<file path="src/rtl/arb_pkg.sv">
// Shared definitions for the round-robin arbiter: state encoding and default sizing.
package arb_pkg;

  localparam int N_DEF        = 4;
  localparam int MAX_HOLD_DEF = 8;

  localparam logic [1:0] ST_IDLE    = 2'b00;
  localparam logic [1:0] ST_GRANT   = 2'b01;
  localparam logic [1:0] ST_RELEASE = 2'b10;

  typedef enum logic [1:0] {
    IDLE    = ST_IDLE,
    GRANT   = ST_GRANT,
    RELEASE = ST_RELEASE
  } arb_state_t;

endpackage

</file>
<file path="src/rtl/rr_pick.sv">
// Rotate-priority picker: first set request at or above the pointer, wrapping N-1 -> 0.
module rr_pick
  import arb_pkg::*;
#(
  parameter int N   = N_DEF,
  parameter int IDW = $clog2(N)
) (
  input  logic [N-1:0]   i_req,
  input  logic [IDW-1:0] i_ptr,
  output logic [N-1:0]   o_onehot,
  output logic [IDW-1:0] o_idx
);

  logic [IDW:0]   w_sum;
  logic [IDW-1:0] w_j;
  logic           w_found;

  // ptr < N and offset < N, so a single conditional subtract is enough for the modulo
  always_comb begin
    o_onehot = '0;
    o_idx    = '0;
    w_found  = 1'b0;
    w_sum    = '0;
    w_j      = '0;
    for (int i = 0; i < N; i++) begin
      w_sum = {1'b0, i_ptr} + (IDW+1)'(i);
      if (w_sum >= (IDW+1)'(N))
        w_sum = w_sum - (IDW+1)'(N);
      w_j = w_sum[IDW-1:0];
      if (!w_found && i_req[w_j]) begin
        o_onehot[w_j] = 1'b1;
        o_idx         = w_j;
        w_found       = 1'b1;
      end
    end
  end

endmodule

</file>
<file path="src/rtl/rr_arbiter.sv">
// Round-robin arbiter with registered one-hot grant, owner-hold and bounded hold under contention.
module rr_arbiter
  import arb_pkg::*;
#(
  parameter int N        = N_DEF,
  parameter int MAX_HOLD = MAX_HOLD_DEF,
  parameter int IDW      = $clog2(N)
) (
  input  logic           i_clk,
  input  logic           i_rst,
  input  logic           i_en,
  input  logic [N-1:0]   i_req,
  output logic [N-1:0]   o_gnt,
  output logic           o_gnt_valid,
  output logic [IDW-1:0] o_gnt_id,
  output logic           o_preempt
);

  localparam int HW = (MAX_HOLD > 1) ? $clog2(MAX_HOLD) : 1;

  arb_state_t     r_state;
  logic [IDW-1:0] r_ptr;
  logic [HW-1:0]  r_hold;
  logic [N-1:0]   r_gnt;
  logic           r_gnt_valid;
  logic [IDW-1:0] r_gnt_id;
  logic           r_preempt;

  logic [N-1:0]   w_pick_oh;
  logic [IDW-1:0] w_pick_idx;
  logic           w_owner_req;
  logic           w_others;
  logic           w_expired;

  rr_pick #(.N(N), .IDW(IDW)) u_pick (
    .i_req    (i_req),
    .i_ptr    (r_ptr),
    .o_onehot (w_pick_oh),
    .o_idx    (w_pick_idx)
  );

  assign w_owner_req = i_req[r_gnt_id];
  assign w_others    = |(i_req & ~r_gnt);
  assign w_expired   = (r_hold == HW'(MAX_HOLD-1));

  always_ff @(posedge i_clk) begin
    if (i_rst) begin
      r_state     <= IDLE;
      r_ptr       <= '0;
      r_hold      <= '0;
      r_gnt       <= '0;
      r_gnt_valid <= 1'b0;
      r_gnt_id    <= '0;
      r_preempt   <= 1'b0;
    end else if (i_en) begin
      r_preempt <= 1'b0;
      case (r_state)
        IDLE: begin
          if (|i_req) begin
            r_gnt       <= w_pick_oh;
            r_gnt_id    <= w_pick_idx;
            r_gnt_valid <= 1'b1;
            r_hold      <= '0;
            r_state     <= GRANT;
          end
        end
        GRANT: begin
          // an owner drop wins over a coincident expiry, so no preempt pulse then
          if (!w_owner_req) begin
            r_gnt       <= '0;
            r_gnt_valid <= 1'b0;
            r_state     <= RELEASE;
          end else if (!w_expired) begin
            r_hold <= r_hold + HW'(1);
          end else if (w_others) begin
            r_gnt       <= '0;
            r_gnt_valid <= 1'b0;
            r_preempt   <= 1'b1;
            r_state     <= RELEASE;
          end
        end
        RELEASE: begin
          r_ptr   <= (r_gnt_id == IDW'(N-1)) ? '0 : r_gnt_id + IDW'(1);
          r_state <= IDLE;
        end
        default: r_state <= IDLE;
      endcase
    end
  end

  assign o_gnt       = r_gnt;
  assign o_gnt_valid = r_gnt_valid;
  assign o_gnt_id    = r_gnt_id;
  assign o_preempt   = r_preempt;

endmodule

</file>
<file path="config.mk">
export PLATFORM = sky130hd
export DESIGN_NAME = rr_arbiter
export DESIGN_NICKNAME = d
export VERILOG_FILES = /design/src/rtl/arb_pkg.sv /design/src/rtl/rr_pick.sv /design/src/rtl/rr_arbiter.sv
export SDC_FILE = /design/constraint.sdc
export NUM_CORES = 1
export LEC_CHECK = 0
export ABC_AREA = 1
export CORE_ASPECT_RATIO = 1.4
export CORE_UTILIZATION = 50
export DETAILED_ROUTE_END_ITERATION = 16
export HOLD_SLACK_MARGIN = 0.12
export PLACE_DENSITY = 0.79
export REMOVE_ABC_BUFFERS = 1
export SLEW_MARGIN = 5
export SYNTH_ARGS = -nofsm -noshare
export SYNTH_HDL_FRONTEND = slang
export SYNTH_SLANG_ARGS = --single-unit
</file>
<file path="constraint.sdc">
create_clock -name i_clk -period 3.03 [get_ports i_clk]
set_input_delay 0.4545 -clock i_clk [delete_from_list [all_inputs] [get_ports i_clk]]
set_output_delay 0.4545 -clock i_clk [all_outputs]
set_load 0.05 [all_outputs]
</file>
# Word-level counts from Yosys, hierarchy flattened
# Index checks and enable logic that the tools add are counted.
[op_classes]
add_sub_neg = 9
n_lt_le_gt_ge = 13
n_eq_ne = 9
mux = 57
bitwise_logic = 5
n_reduce_logical = 19
[ops]
columns = ["operator", "n"]
rows = [
  ["$mux W4", 8],
  ["$mux W2", 13],
  ["$mux W1", 20],
  ["$lt A2 B3 Y1 const B", 5],
  ["$or A4 B4 Y4", 3],
  ["$bmux W1 S2", 5],
  ["$reduce_and A5 Y1", 2],
  ["$ge A3 B3 Y1 const B", 3],
  ["$mux W3", 3],
  ["$demux W1 S2", 4],
  ["$ge A2 B1 Y1 const B", 4],
  ["$pmux W4 S2", 1],
  ["$reduce_or A4 Y1", 2],
  ["$sub A2 B1 Y2 const B", 4],
  ["$logic_and A1 B1 Y1", 7],
  ["$add A2 B2 Y3 const B", 2],
  ["$ne A2 B2 Y1 const B", 3],
  ["$ne A3 B3 Y1 const B", 2],
  ["$pmux W3 S2", 1],
  ["$and A4 B4 Y4", 1],
  ["$eq A2 B2 Y1 const B", 2],
  ["$not A4 Y4", 1],
  ["$pmux W2 S2", 1],
  ["$reduce_and A4 Y1", 1],
  ["12 further kinds", 14],
]
[word_totals]
register_bits = 15
input_bits = 7

# Longest topological paths before layout
[logic_depth]
ltp_word = 16
mapped_depth = 12
ltp_nobuf = 11

# Modules after synthesis
# From an unflattened synthesis, not the netlist that was laid out.
[unflattened]
hier_cells = 180
hier_area_um2 = 1179.9
[by_module_without_submodules]
columns = ["module", "n_inst", "cells_each", "area_per_inst_um2", "seq_area_each_um2"]
rows = [
  ["rr_arbiter", 1, 107, 740.7, 300.3],
  ["rr_pick", 1, 73, 439.2, 0.0],
]

# Least setup slack after synthesis
# Ideal clock, no wire load.
[synth_path]
path_type = "reg2reg"
start = "register r_ptr[1]"
end = "register r_gnt[0], in the netlist o_gnt[0]"
setup_time_ps = 68
arrival_time_ps = 1674
required_time_ps = 2962
setup_slack_ps = 1288
path_stages_with_launch = 11
n_path_buf = 0
period_less_slack_ps = 1742
cell_sequence = "dfxtp_1 -> inv_1 -> ha_1 -> inv_1 -> nand3_1 -> nand2_1 -> nor2_8 -> nand3_1 -> nand3_1 -> nand2_1 -> a21oi_2"
[synth_between]
elab_chain_len = 16
[synth_rtl]
columns = ["item", "line_no", "source"]
rows = [
  ["start, declared", "rr_arbiter.sv:22", "logic [IDW-1:0] r_ptr;"],
  ["start signal, assigned", "rr_arbiter.sv:83", "r_ptr <= (r_gnt_id == IDW'(N-1)) ? '0 : r_gnt_id + IDW'(1);"],
  ["branches (longest 13 deep; another with $add A2 B1 Y3)", "-", ""],
  ["$mux W4 *", "rr_pick.sv:30", "if (!w_found && i_req[w_j]) begin"],
  ["$mux W4 *", "rr_arbiter.sv:59", "if (|i_req) begin"],
  ["$pmux W4 S2 *", "rr_arbiter.sv:57", "case (r_state)"],
  ["end signal, assigned", "rr_arbiter.sv:60", "r_gnt <= w_pick_oh;"],
  ["end, declared", "rr_arbiter.sv:24", "logic [N-1:0] r_gnt;"],
]
# Mark *: on every way between the ends. The select of a mux whose other input is x is not followed.
# A chain may end at the register's enable or synchronous reset.

# Worst setup path after layout
[layout_path]
start = "register r_ptr[0]"
end = "register r_gnt[3], in the netlist o_gnt[3]"
# The elaborated chain is that of the path after synthesis.

==> metrics.cfg <==
[outcome]
status = complete, no violations

[clock_network]
cts-hold-fix-buffers = 0
clockBufferDepth = 2
cts_max_level = 1
cts.sinks = 15
path_clk_slew_ns = 0.10
cts_resized = 0
post_cts_buffers = 0
cts_tree = built
numCtsBuffers = 3
clockRootBuffer = clkbuf_4
clk_latency_ns = 0.29

[timing]
setup_viol = 0
period_share_pct = 69.1
slew_violations = 0
tns_ns = 0
worst_slack_ns = 0.935
timing.fmax_mhz = 477
worstMarginPinSlew_ns = 0.545
rsz0062_at_grt = no
finClkSkew_ns = 0.00645
finalHoldViolations = 0
slew_headroom_pct = 63.6
fin_crit_ns = 2.09

[pwr]
pwr-share-clk_pct = 20.4
power_switching_uw = 237
ir_worst_vdd_uv = 333
pwr_density_cell_nw_per_um2 = 419
power.internal_uw = 339
finalPower_uw = 576
swShare_pct = 41.1
seqPwrFrac_pct = 40.4
leakage_uw = 0.000604
pwr-share-comb_pct = 39.2

[route]
via_per_inst = 5.69
drtAntennaViolNets = 0
post_drt_wl_per_cell_um = 13.3
drc = 0
drtIter0Drc = 39
vias = 1212
drtPass1Iterations = 5
finalWirelength_um = 2830

[finish]
final_common_cell = nand2_1
mostFrequentLayoutCells = 46 x nand2_1, 25 x nand3_1, 15 x dfxtp_1, 14 x nor2_1, 14 x clkdlybuf4s50_1
drive_above_1_share_pct = 13.1
nNetsFinal = 209
area_growth_pct = 15.1
antenna_cells = 0
post-route-util_pct = 62.4

[floorplan]
dieArea_um2 = 2590
die_w_um = 43.3
num_rows = 20
start_util_pct = 54.2
die_h_um = 59.8
core-area_um2 = 2200
boundaryPins = 15

[yosys]
syn_area_um2 = 1190
avgSynthCellArea_um2 = 6.82
ys_warn_count = 0
synth_top_family_by_area = simple AND/OR/NAND/NOR gates
synth-xor-area-share_pct = 0
yosysSeqAreaShare_pct = 25.2
netlist_instances = 175
synth_simple_gate_area_share_pct = 38.6
synth.top_cells.by_area = dfxtp_1 25%, nand2_1 14%, ha_1 10%
synthMuxAreaShare_pct = 0
ys_ff_latch = 15
synth_cell_type_count = 27
synth_compound_area_share_pct = 18.2
synth.top_cell.area_share_pct = 25.2
synth_fa_ha_area_share_pct = 10.5
yosysTopAreaCell = dfxtp_1

[critical_path]
cp-start-kind = flip-flop
path_max_fanout = 13
crit_path_end_kind = flip-flop
cp.arrival_ns = 2.32
crit_type = reg2reg
cp.required_ns = 3.25

[global_routing]
track_usage_pct = 24.6
antenna_found_initial = 0
grt_pass1_vias = 1213
grt_pass1_wl_um = 4840
grt-ovfl-total = 0
grt_max_degree = 14

[run]
cap_violations = 0

[hold_path]
hp-class = reg2reg

[place]
place.gp.congestion = 0.931
port_buffers = 14
dp_slack_ns = 0.925
hpwl_um = 2320

## metrics by stage
step	hold slack, ns	cell area (um^2)	std cells
floorplan	0.443	1180	173
global placement	0.452	1350	209
detailed placement	0.463	1350	209
CTS	0.477	1370	213
global route	0.497	1370	213
finish	0.476	1370	213
## final cells by class
| cell class | instances | area (um^2) |
|---|---|---|
| Clock buffer | 3 | 22.5 |
| Clock inverter | 1 | 5.00 |
| Fill cell | 214 | 828 |
| Inverter | 18 | 75.1 |
| Multi-Input combinational cell | 140 | 803 |
| Sequential cell | 15 | 300 |
| Tap cell | 22 | 27.5 |
| Timing Repair Buffer | 14 | 140 |
## power by group through the flow
stage | Sequential, uW | Combinational (uW) | Clock [uW]
after CTS | 232 | 225 | 120
final | 232 | 226 | 117
after floorplan | 264 | 134 | 0
after global placement | 236 | 219 | 0
after detailed placement | 237 | 224 | 0
after global routing | 235 | 249 | 126
## kinds of logic after synthesis
group,after synthesis
AND/OR/NAND/NOR,95
AO/OA/AOI/OAI,35
buffers and inverters,20
flip-flops,15
adder cells (fa/ha/maj),10
## critical path: stages (launching register included)
cell and delay [ns]:
dfxtp_1 0.68, inv_8 0.09, ha_1 0.37, inv_1 0.10, nand3_1 0.09, nand2_1 0.12, nor2_8 0.17, nand3_1 0.09
nand3_1 0.11, nand2_1 0.07, a21oi_2 0.13
## sequential cells by signal, indices dropped and copies added (netlist names)
signal       cells
o_gnt            4
r_hold           3
r_ptr            2
o_gnt_id         2
r_state          2
o_gnt_valid      1
o_preempt        1
## synth_stat cells
| cell | instances |
|---|---|
| a21boi_0 | 4 |
| a21oi_1 | 13 |
| a21oi_2 | 4 |
| buf_6 | 1 |
| clkbuf_1 | 1 |
| dfxtp_1 | 15 |
| ha_1 | 10 |
| inv_1 | 12 |
| inv_2 | 5 |
| inv_8 | 1 |
| nand2_1 | 46 |
| nand2_2 | 1 |
| nand2_4 | 3 |
| nand3_1 | 25 |
| nand3_2 | 1 |
| nand4_1 | 1 |
| nor2_1 | 14 |
| nor2_2 | 1 |
| nor2_4 | 1 |
| nor2_8 | 1 |
| nor3_4 | 1 |
| o211ai_1 | 1 |
| o21ai_0 | 5 |
| o21ai_1 | 2 |
| o21ai_2 | 2 |
| o21bai_1 | 2 |
| o22ai_1 | 2 |
## routing by layer
layer,wire (um),GRT usage (%),share of wire [%],vias up
li1,-,-,-,620
met1,1130,24.7,40,544
met2,1480,44.8,52,31
met3,71,3.63,2.5,17
met4,150,18.6,5.3,0
met5,0,0,0,-
## path summary, 6_finish.rpt
path,from,endpoint,slack [ns],cells past startpoint
min,r_hold[2]$_SDFFE_PP0P_,r_hold[2]$_SDFFE_PP0P_,0.48,2
max reg2reg,r_ptr[0]$_SDFFE_PP0P_,o_gnt[3]$_SDFFE_PP0P_,0.94,10
max,r_ptr[0]$_SDFFE_PP0P_,o_gnt[3]$_SDFFE_PP0P_,0.94,10
min reg2reg,r_hold[2]$_SDFFE_PP0P_,r_hold[2]$_SDFFE_PP0P_,0.48,2
Note: power is estimated with default switching activity, not from simulation.
